### src/rtl/intr_ctrl_if.sv
// Interrupt controller bus bundle: device interrupt lines, the CPU
// intr/inta pair and the memory-mapped register port.
//   irq   : raw device interrupt lines (asynchronous to clk)
//   intr  : interrupt request to the CPU
//   inta  : CPU acknowledge
//   addr  : CPU data address
//   wdata : CPU store data
//   we    : CPU store strobe
//   rdata : register read data
// master = CPU/device side, slave = controller side.
interface intr_ctrl_if #(
  parameter int NSRC = 8
) ();
  logic [NSRC-1:0] irq;
  logic            intr;
  logic            inta;
  logic [31:0]     addr;
  logic [31:0]     wdata;
  logic            we;
  logic [31:0]     rdata;

  modport master (output irq, inta, addr, wdata, we, input intr, rdata);
  modport slave  (input irq, inta, addr, wdata, we, output intr, rdata);
endinterface

### src/rtl/intr_ctrl.sv
// Programmable interrupt controller for the single-cycle MIPS core.
// Synchronises NSRC interrupt lines, tracks edge/level pending bits,
// masks and priority-resolves them (source 0 highest), raises intr and
// holds the acknowledged source in service until software writes EOI.
// Ports:
//   clk : system clock, rising edge
//   clr : asynchronous active-high reset
//   bus : intr_ctrl_if.slave (irq, intr, inta, addr, wdata, we, rdata)
// Register window (32 bytes at BASE_ADDR):
//   0x00 MASK (RW), 0x04 EDGE (RW), 0x08 PEND (RO, W1C for edge bits),
//   0x0C VEC (RO: [31] valid, [30] spurious, [IDW-1:0] id), 0x10 EOI (WO).
module intr_ctrl #(
  parameter int          NSRC      = 8,
  parameter logic [31:0] BASE_ADDR = 32'hFFFF_FF00,
  parameter int          IDW       = 4
) (
  input  logic       clk,
  input  logic       clr,
  intr_ctrl_if.slave bus
);
  typedef enum logic [1:0] {IDLE, REQ, SERV} state_t;

  state_t          state_q, state_d;
  logic [NSRC-1:0] s1_q, s1_d, s2_q, s2_d, s3_q, s3_d;
  logic [NSRC-1:0] pend_q, pend_d, mask_q, mask_d, emode_q, emode_d;
  logic [IDW-1:0]  id_q, id_d;
  logic            valid_q, valid_d, spur_q, spur_d;

  logic            hit;
  logic [2:0]      offset;
  logic            wr_mask, wr_emode, wr_pend, wr_eoi;
  logic [NSRC-1:0] rise, active, win_onehot, pend_clr;
  logic [IDW-1:0]  win_id;
  logic            accept;
  logic [31:0]     vec_c, rdata_c;
  logic            unused_bits;

  assign unused_bits = ^{bus.wdata[31:NSRC], bus.addr[1:0]};

  // Address decode
  always_comb begin
    hit      = (bus.addr[31:5] == BASE_ADDR[31:5]);
    offset   = bus.addr[4:2];
    wr_mask  = bus.we && hit && (offset == 3'd0);
    wr_emode = bus.we && hit && (offset == 3'd1);
    wr_pend  = bus.we && hit && (offset == 3'd2);
    wr_eoi   = bus.we && hit && (offset == 3'd4);
  end

  // Synchroniser and pending bits
  always_comb begin
    s1_d = bus.irq;
    s2_d = s1_q;
    s3_d = s2_q;
    rise = s2_q & ~s3_q;
    active = pend_q & mask_q;
    // Isolate the lowest set bit: that is the highest-priority source.
    win_onehot = active & (~active + NSRC'(1));
    win_id = '0;
    for (int i = NSRC - 1; i >= 0; i--) begin
      if (active[i]) win_id = IDW'(i);
    end
    accept   = (state_q == REQ) && bus.inta;
    pend_clr = (wr_pend ? bus.wdata[NSRC-1:0] : '0) | (accept ? win_onehot : '0);
    // Edge bits: a rise in the same cycle as a clear keeps the bit set.
    // Level bits simply track the synchronised line.
    pend_d  = (emode_q & ((pend_q & ~pend_clr) | rise)) | (~emode_q & s2_q);
    mask_d  = wr_mask  ? bus.wdata[NSRC-1:0] : mask_q;
    emode_d = wr_emode ? bus.wdata[NSRC-1:0] : emode_q;
  end

  // Request / service FSM
  always_comb begin
    state_d = state_q;
    id_d    = id_q;
    valid_d = valid_q;
    spur_d  = spur_q;
    unique case (state_q)
      IDLE: if (|active) state_d = REQ;
      REQ: begin
        if (bus.inta) begin
          state_d = SERV;
          valid_d = 1'b1;
          // Acknowledge with nothing left active: report a spurious vector.
          spur_d  = ~|active;
          id_d    = (|active) ? win_id : '0;
        end else if (!(|active)) begin
          state_d = IDLE;
        end
      end
      SERV: begin
        if (wr_eoi) begin
          state_d = IDLE;
          valid_d = 1'b0;
          spur_d  = 1'b0;
        end
      end
      default: state_d = IDLE;
    endcase
  end

  // Register read mux
  always_comb begin
    vec_c          = '0;
    vec_c[31]      = valid_q;
    vec_c[30]      = spur_q;
    vec_c[IDW-1:0] = id_q;
    rdata_c        = '0;
    if (hit) begin
      case (offset)
        3'd0:    rdata_c = 32'(mask_q);
        3'd1:    rdata_c = 32'(emode_q);
        3'd2:    rdata_c = 32'(pend_q);
        3'd3:    rdata_c = vec_c;
        default: rdata_c = '0;
      endcase
    end
  end

  assign bus.rdata = rdata_c;
  assign bus.intr  = (state_q == REQ);

  always_ff @(posedge clk or posedge clr) begin
    if (clr) begin
      state_q <= IDLE;
      s1_q    <= '0;
      s2_q    <= '0;
      s3_q    <= '0;
      pend_q  <= '0;
      mask_q  <= '0;
      emode_q <= '0;
      id_q    <= '0;
      valid_q <= 1'b0;
      spur_q  <= 1'b0;
    end else begin
      state_q <= state_d;
      s1_q    <= s1_d;
      s2_q    <= s2_d;
      s3_q    <= s3_d;
      pend_q  <= pend_d;
      mask_q  <= mask_d;
      emode_q <= emode_d;
      id_q    <= id_d;
      valid_q <= valid_d;
      spur_q  <= spur_d;
    end
  end
endmodule

### src/flat_wrapper.sv
// flat-port wrapper written by rule: the top's interface ports become plain ports
module intr_ctrl_flat 
#(
  parameter int          NSRC      = 8,
  parameter logic [31:0] BASE_ADDR = 32'hFFFF_FF00,
  parameter int          IDW       = 4
)
  (clk, clr, bus_irq, bus_inta, bus_addr, bus_wdata, bus_we, bus_intr, bus_rdata);
  intr_ctrl_if #(.NSRC(NSRC)) bus_i ();
  input  logic clk;
  input  logic clr;
  input wire logic [$bits(bus_i.irq)-1:0] bus_irq;
  input wire logic [$bits(bus_i.inta)-1:0] bus_inta;
  input wire logic [$bits(bus_i.addr)-1:0] bus_addr;
  input wire logic [$bits(bus_i.wdata)-1:0] bus_wdata;
  input wire logic [$bits(bus_i.we)-1:0] bus_we;
  output wire logic [$bits(bus_i.intr)-1:0] bus_intr;
  output wire logic [$bits(bus_i.rdata)-1:0] bus_rdata;
  assign bus_i.irq = bus_irq;
  assign bus_i.inta = bus_inta;
  assign bus_i.addr = bus_addr;
  assign bus_i.wdata = bus_wdata;
  assign bus_i.we = bus_we;
  assign bus_intr = bus_i.intr;
  assign bus_rdata = bus_i.rdata;
  intr_ctrl #(.NSRC(NSRC), .BASE_ADDR(BASE_ADDR), .IDW(IDW)) u_core (.clk(clk), .clr(clr), .bus(bus_i));
endmodule
### config.mk
export PLATFORM = sky130hd
export DESIGN_NAME = intr_ctrl_flat
export DESIGN_NICKNAME = d
export VERILOG_FILES = /design/src/rtl/intr_ctrl_if.sv /design/src/rtl/intr_ctrl.sv /design/src/flat_wrapper.sv
export SDC_FILE = /design/constraint.sdc
export NUM_CORES = 1
export LEC_CHECK = 0
export ABC_CLOCK_PERIOD_IN_PS = 2900
export CORE_MARGIN = 2
export CORE_UTILIZATION = 40
export DETAILED_ROUTE_END_ITERATION = 10
export GPL_ROUTABILITY_DRIVEN = 1
export PLACE_DENSITY = 0.81
export SYNTH_ARGS = -nofsm -noshare
export SYNTH_HDL_FRONTEND = slang
export SYNTH_SLANG_ARGS = --single-unit
### constraint.sdc
create_clock -name clk -period 2.9 [get_ports clk]
set_clock_uncertainty 0.05 [all_clocks]
set_input_delay 0.58 -clock clk [delete_from_list [all_inputs] [get_ports clk]]
set_output_delay 0.58 -clock clk [all_outputs]
set_load 0.05 [all_outputs]
# After elaboration in Yosys (flattened, before gate mapping)
# Cells that the tools add are included.
[classes]
n_bitwise = 13
n_reduce_logical = 14
n_mul = 0
n_eq_ne = 11
n_lt_le_gt_ge = 0
n_mux = 23
shift = 0
add_sub_neg = 1
n_div = 0
[op_table]
columns = ["operator", "n"]
rows = [
  ["one-hot mux 32 bit (4 select lines)", 1],
  ["bitwise AND 8 bit", 6],
  ["two-way mux 32 bit", 1],
  ["NOT 8 bit", 4],
  ["== test 27 bit (second input constant)", 1],
  ["two-way mux 3 bit", 9],
  ["OR 8 bit", 3],
  ["two-way mux 8 bit", 2],
  ["adder 8 x 1 -> 8 bit (second input constant)", 1],
  ["two-way mux 2 bit", 4],
  ["OR reduction 8 bit", 1],
  ["== test 3 x 2 -> 1 bit (second input constant)", 2],
  ["logical AND 1 bit", 6],
  ["one-hot mux 2 bit (3 select lines)", 1],
  ["AND reduction 3 bit", 2],
  ["!= test 2 x 1 -> 1 bit (second input constant)", 2],
  ["one-hot mux 1 bit (2 select lines)", 2],
  ["== test 3 x 1 -> 1 bit (second input constant)", 1],
  ["== test 3 bit (second input constant)", 1],
  ["logical NOT 3 bit", 1],
  ["two-way mux 1 bit", 3],
  ["!= test 3 bit (second input constant)", 1],
  ["== test 2 x 1 -> 1 bit (second input constant)", 1],
  ["== test 2 bit (second input constant)", 1],
  ["5 further kinds", 5],
]
[word_totals]
ram_bits = 0
mem_count = 0
mem_bits_ro = 0
latch_bits = 0
ff_bits = 56
elab_cells = 72

# Logic depth before layout (Yosys ltp)
[logic_depth]
ltp_word = 11
mapped_depth = 7
ltp_nobuf = 7

# Worst setup path after synthesis
# OpenSTA, ideal clock, no wires.
[synth_timing]
path_type = "input to output"
start = "in bus_addr[6]"
end = "out bus_rdata[3]"
t_arrival_ps = 2640
path_slack_ps = -370
cell_stages = 6
path_buffers = 1
required_time_ps = 2270
path_cell_list = "or4b_1 nor4_2 and3_1 buf_6 or2b_1 nor2_1"
[synth_via]
elab_chain_len = 2
[synth_lines]
columns = ["element", "line", "rtl"]
rows = [
  ["start, declared", "flat_wrapper.sv:14", "input wire logic [$bits(bus_i.addr)-1:0] bus_addr;"],
  ["== test 27 bit", "intr_ctrl.sv:42", "hit = (bus.addr[31:5] == BASE_ADDR[31:5]);"],
  ["two-way mux 32 bit", "intr_ctrl.sv:109", "if (hit) begin"],
  ["end, declared", "flat_wrapper.sv:18", "output wire logic [$bits(bus_i.rdata)-1:0] bus_rdata;"],
]
# Every way passes these cells.

# Worst setup path in the final report
[layout_timing]
start = "in bus_addr[7]"
end = "out bus_rdata[4]"
# Same word-level chain as after synthesis.

==> results_dict.tcl <==
set metrics [dict create \
    crit_required_ns 2.27 \
    critPathArrivalTime_ns 2.24 \
    cts_htree_levels 2 \
    worst_r2r_startpoint "u_core.state_q[1]" \
    synth_cell_types 40 \
    synth-async-reset-ratio 1.00 \
    hp-class "reg -> reg" \
    fin_util 0.570 \
    vias 2045 \
    grt_max_degree 56 \
    die_width_um 85.5 \
    chipHeight_um 85.5 \
    tightestPinTransition_ns 0.671 \
    drive_above_1_share 0.228 \
    tritoncts_clock_tree "built" \
    layout_commonest_cell "sky130_fd_sc_hd__dfrtp_1" \
    timing.max_slew.rel_slack 0.553 \
    cts-root-to-sink-buffers 2 \
    antenna-diode-count 0 \
    grt_pass1_wl_um 9960 \
    die_area_um2 7310 \
    rsz0062_at_grt "true" \
    final_hold_viol_count 0 \
    drt-total-wl_um 6000 \
    cts_root_buf "sky130_fd_sc_hd__clkbuf_8" \
    numClockSinks 55 \
    period_share 0.989 \
    design_power_total_mw 1.42 \
    io-pin-count 109 \
    avgRoutedWirePerCell_um 15.4 \
    power-per-cell-area_nw_per_um2 390 \
    synth-edff-count 0 \
    hold_buffers 0 \
    finalWorstPathRequiredPeriod_ns 2.87 \
    start_util 0.416 \
    internal_power_mw 1.04 \
    drtIter0Drc 125 \
    first_global_vias 2143 \
    commonest_cells_after_routing_fill_and_taps_aside "55 x sky130_fd_sc_hd__dfrtp_1, 34 x sky130_fd_sc_hd__clkdlybuf4s50_1, 30 x sky130_fd_sc_hd__nand2_1" \
    floorplan.core_area_um2 6390 \
    portBuffers 60 \
    num_rows 29 \
    dpl_worst_slack_ns -0.426 \
    fin_nets 390 \
    synth_area_leaders "sky130_fd_sc_hd__dfrtp_1 52%, sky130_fd_sc_hd__mux2_2 6.8%, sky130_fd_sc_hd__buf_4 6.2%" \
    worstSetupStartpoint "bus_addr[7]" \
    netSwitchingPower_mw 0.380 \
    worstSetupStartpointType "input pin" \
    max_freq_mhz 349 \
    slew_violations 0 \
    status "finished clean" \
    clk-insertion-delay-late_ns 0.31 \
    detailedPlacementHpwl_um 4470 \
    cap_violations 0 \
    leakagePower_nw 1.74 \
    post_synth_inst_count 238 \
    synth.cell_area_um2 2660 \
    proportion_of_netlist_area_held_by_the_largest_area_contributor 0.518 \
    clock_power_share 0.304 \
    global_route.overflow_total 0 \
    sequentialPowerShare 0.564 \
    antenna_found_initial 0 \
    power_frac_comb 0.132 \
    crit_path_end_kind "output pin" \
    worst_hold_startpoint "u_core.s1_q[1]" \
    ys_ff_latch 55 \
    gp_congestion 0.872 \
    vias_per_cell 5.26 \
    remaining_drcs 0 \
    synthesis.area_per_instance_um2 11.2 \
    drt_first_pass_iters 4 \
    setup_slack_ns 0.0316 \
    critical_path.max_fanout 5 \
    critPathKind "in -> out" \
    yosysWarnings 0 \
    clk_transition_reported_paths_ns 0.09 \
    irDropWorstVdd_v 0.000314 \
    numCtsBuffers 5 \
    global_routing_usage_summed_across_all_routing_layers 0.172 \
    finalSetupViolations 0 \
    synth.largest_area_cell "sky130_fd_sc_hd__dfrtp_1" \
    seq_area_frac_synth 0.518 \
    postRouteAntennaNets 0 \
    swShare 0.268 \
    area_delta_synth_final_pct 37.1 \
    ys_dominant_reg_cell "sky130_fd_sc_hd__dfrtp_1" \
]
## worst max-delay path, cell delays in order
cell and delay (ns):
sky130_fd_sc_hd__buf_6 0.09, sky130_fd_sc_hd__or4b_4 0.54, sky130_fd_sc_hd__nor4_4 0.17, sky130_fd_sc_hd__and3_4 0.23
sky130_fd_sc_hd__or2b_4 0.34, sky130_fd_sc_hd__nor2_4 0.14, sky130_fd_sc_hd__buf_12 0.14
## path summary, 6_finish.rpt
check                                   end  slack [ns]  cells past startpoint
setup / recovery               bus_rdata[4]        0.03                      7
hold / removal               u_core.s2_q[1]        0.30                      0
setup reg to reg           u_core.pend_q[2]        0.94                      7
hold reg to reg              u_core.s2_q[1]        0.30                      0
max in group asynchronous  u_core.pend_q[2]        1.64                      3
min in group asynchronous    u_core.s1_q[5]        0.71                      3
## area by class of cell
class                      instances  area (um2)
clock buffer                       5        68.8
clock inverter                     3        22.5
fill                             529        2750
inverter                           6        22.5
multi-input combinational        171        1220
sequential                        55        1380
tap                               77        96.3
timing repair buffer              72         838
## cells in the mapped netlist, types with 3 or more instances
master	instances
sky130_fd_sc_hd__mux2i_1	5
sky130_fd_sc_hd__dfrtp_1	55
sky130_fd_sc_hd__nand4_1	9
sky130_fd_sc_hd__nand2_1	30
sky130_fd_sc_hd__and3_1	4
sky130_fd_sc_hd__ha_1	3
sky130_fd_sc_hd__mux4_2	3
sky130_fd_sc_hd__nor2_1	14
sky130_fd_sc_hd__nand3_1	6
sky130_fd_sc_hd__o21ai_0	4
sky130_fd_sc_hd__nor2b_1	3
sky130_fd_sc_hd__and2_1	5
sky130_fd_sc_hd__mux2_2	16
sky130_fd_sc_hd__a22oi_1	4
sky130_fd_sc_hd__a22o_1	10
sky130_fd_sc_hd__buf_4	22
sky130_fd_sc_hd__inv_1	6
sky130_fd_sc_hd__a21oi_1	12
## metal layers
| metal | track usage | part of all wire | routed length, um | up-vias |
|---|---|---|---|---|
| met5 | 0 | 0 | 0 | - |
| met4 | 0.0433 | 0.0077 | 46 | 0 |
| met3 | 0.0399 | 0.093 | 557 | 6 |
| met2 | 0.315 | 0.53 | 3170 | 94 |
| met1 | 0.203 | 0.37 | 2230 | 989 |
| li1 | - | - | - | 956 |
## sequential cells by signal (all words and copies together) (netlist names)
signal,count
u_core.s1_q,8
u_core.valid_q,1
u_core.id_q,3
u_core.s3_q,8
u_core.spur_q,1
u_core.mask_q,8
u_core.state_q,2
u_core.emode_q,8
u_core.s2_q,8
u_core.pend_q,8
## timing repair
| item | CTS | global route |
|---|---|---|
| resized for setup | 19 | 14 |
| buffers inserted | 2 | 0 |
| hold endpoints to repair | 0 | 0 |
| setup endpoints to repair | 10 | 10 |
| pin swaps | 5 | 6 |
## per-stage QoR
stage	hold slack, ns	instances	cell area (um2)	TNS (ns)
2_1_floorplan	0.281	259	2780	0
3_3_place_gp	0.284	380	3490	-3.44
3_5_place_dp	0.285	380	3490	-3.97
4_1_cts	0.307	390	3600	-0.904
5_1_grt	0.312	389	3640	-0.0357
6_report	0.305	389	3640	0
## cells by family after synthesis
group / after synthesis / synth area share
other: 1 / 0.00141
buffers and inverters: 33 / 0.0806
AND/OR/NAND/NOR: 82 / 0.169
adder cells (fa/ha/maj): 3 / 0.0141
AO/OA/AOI/OAI: 40 / 0.105
flip-flops: 55 / 0.518
multiplexers: 24 / 0.112
## power groups by stage
stage | clock network (mW) | logic, mW | registers [mW]
floorplan | 0 | 0.121 | 0.812
global placement | 0 | 0.188 | 0.815
detailed placement | 0 | 0.191 | 0.817
CTS | 0.444 | 0.191 | 0.801
global route | 0.475 | 0.200 | 0.805
finish | 0.432 | 0.188 | 0.801
No activity file was read; power rests on OpenSTA's default activity.
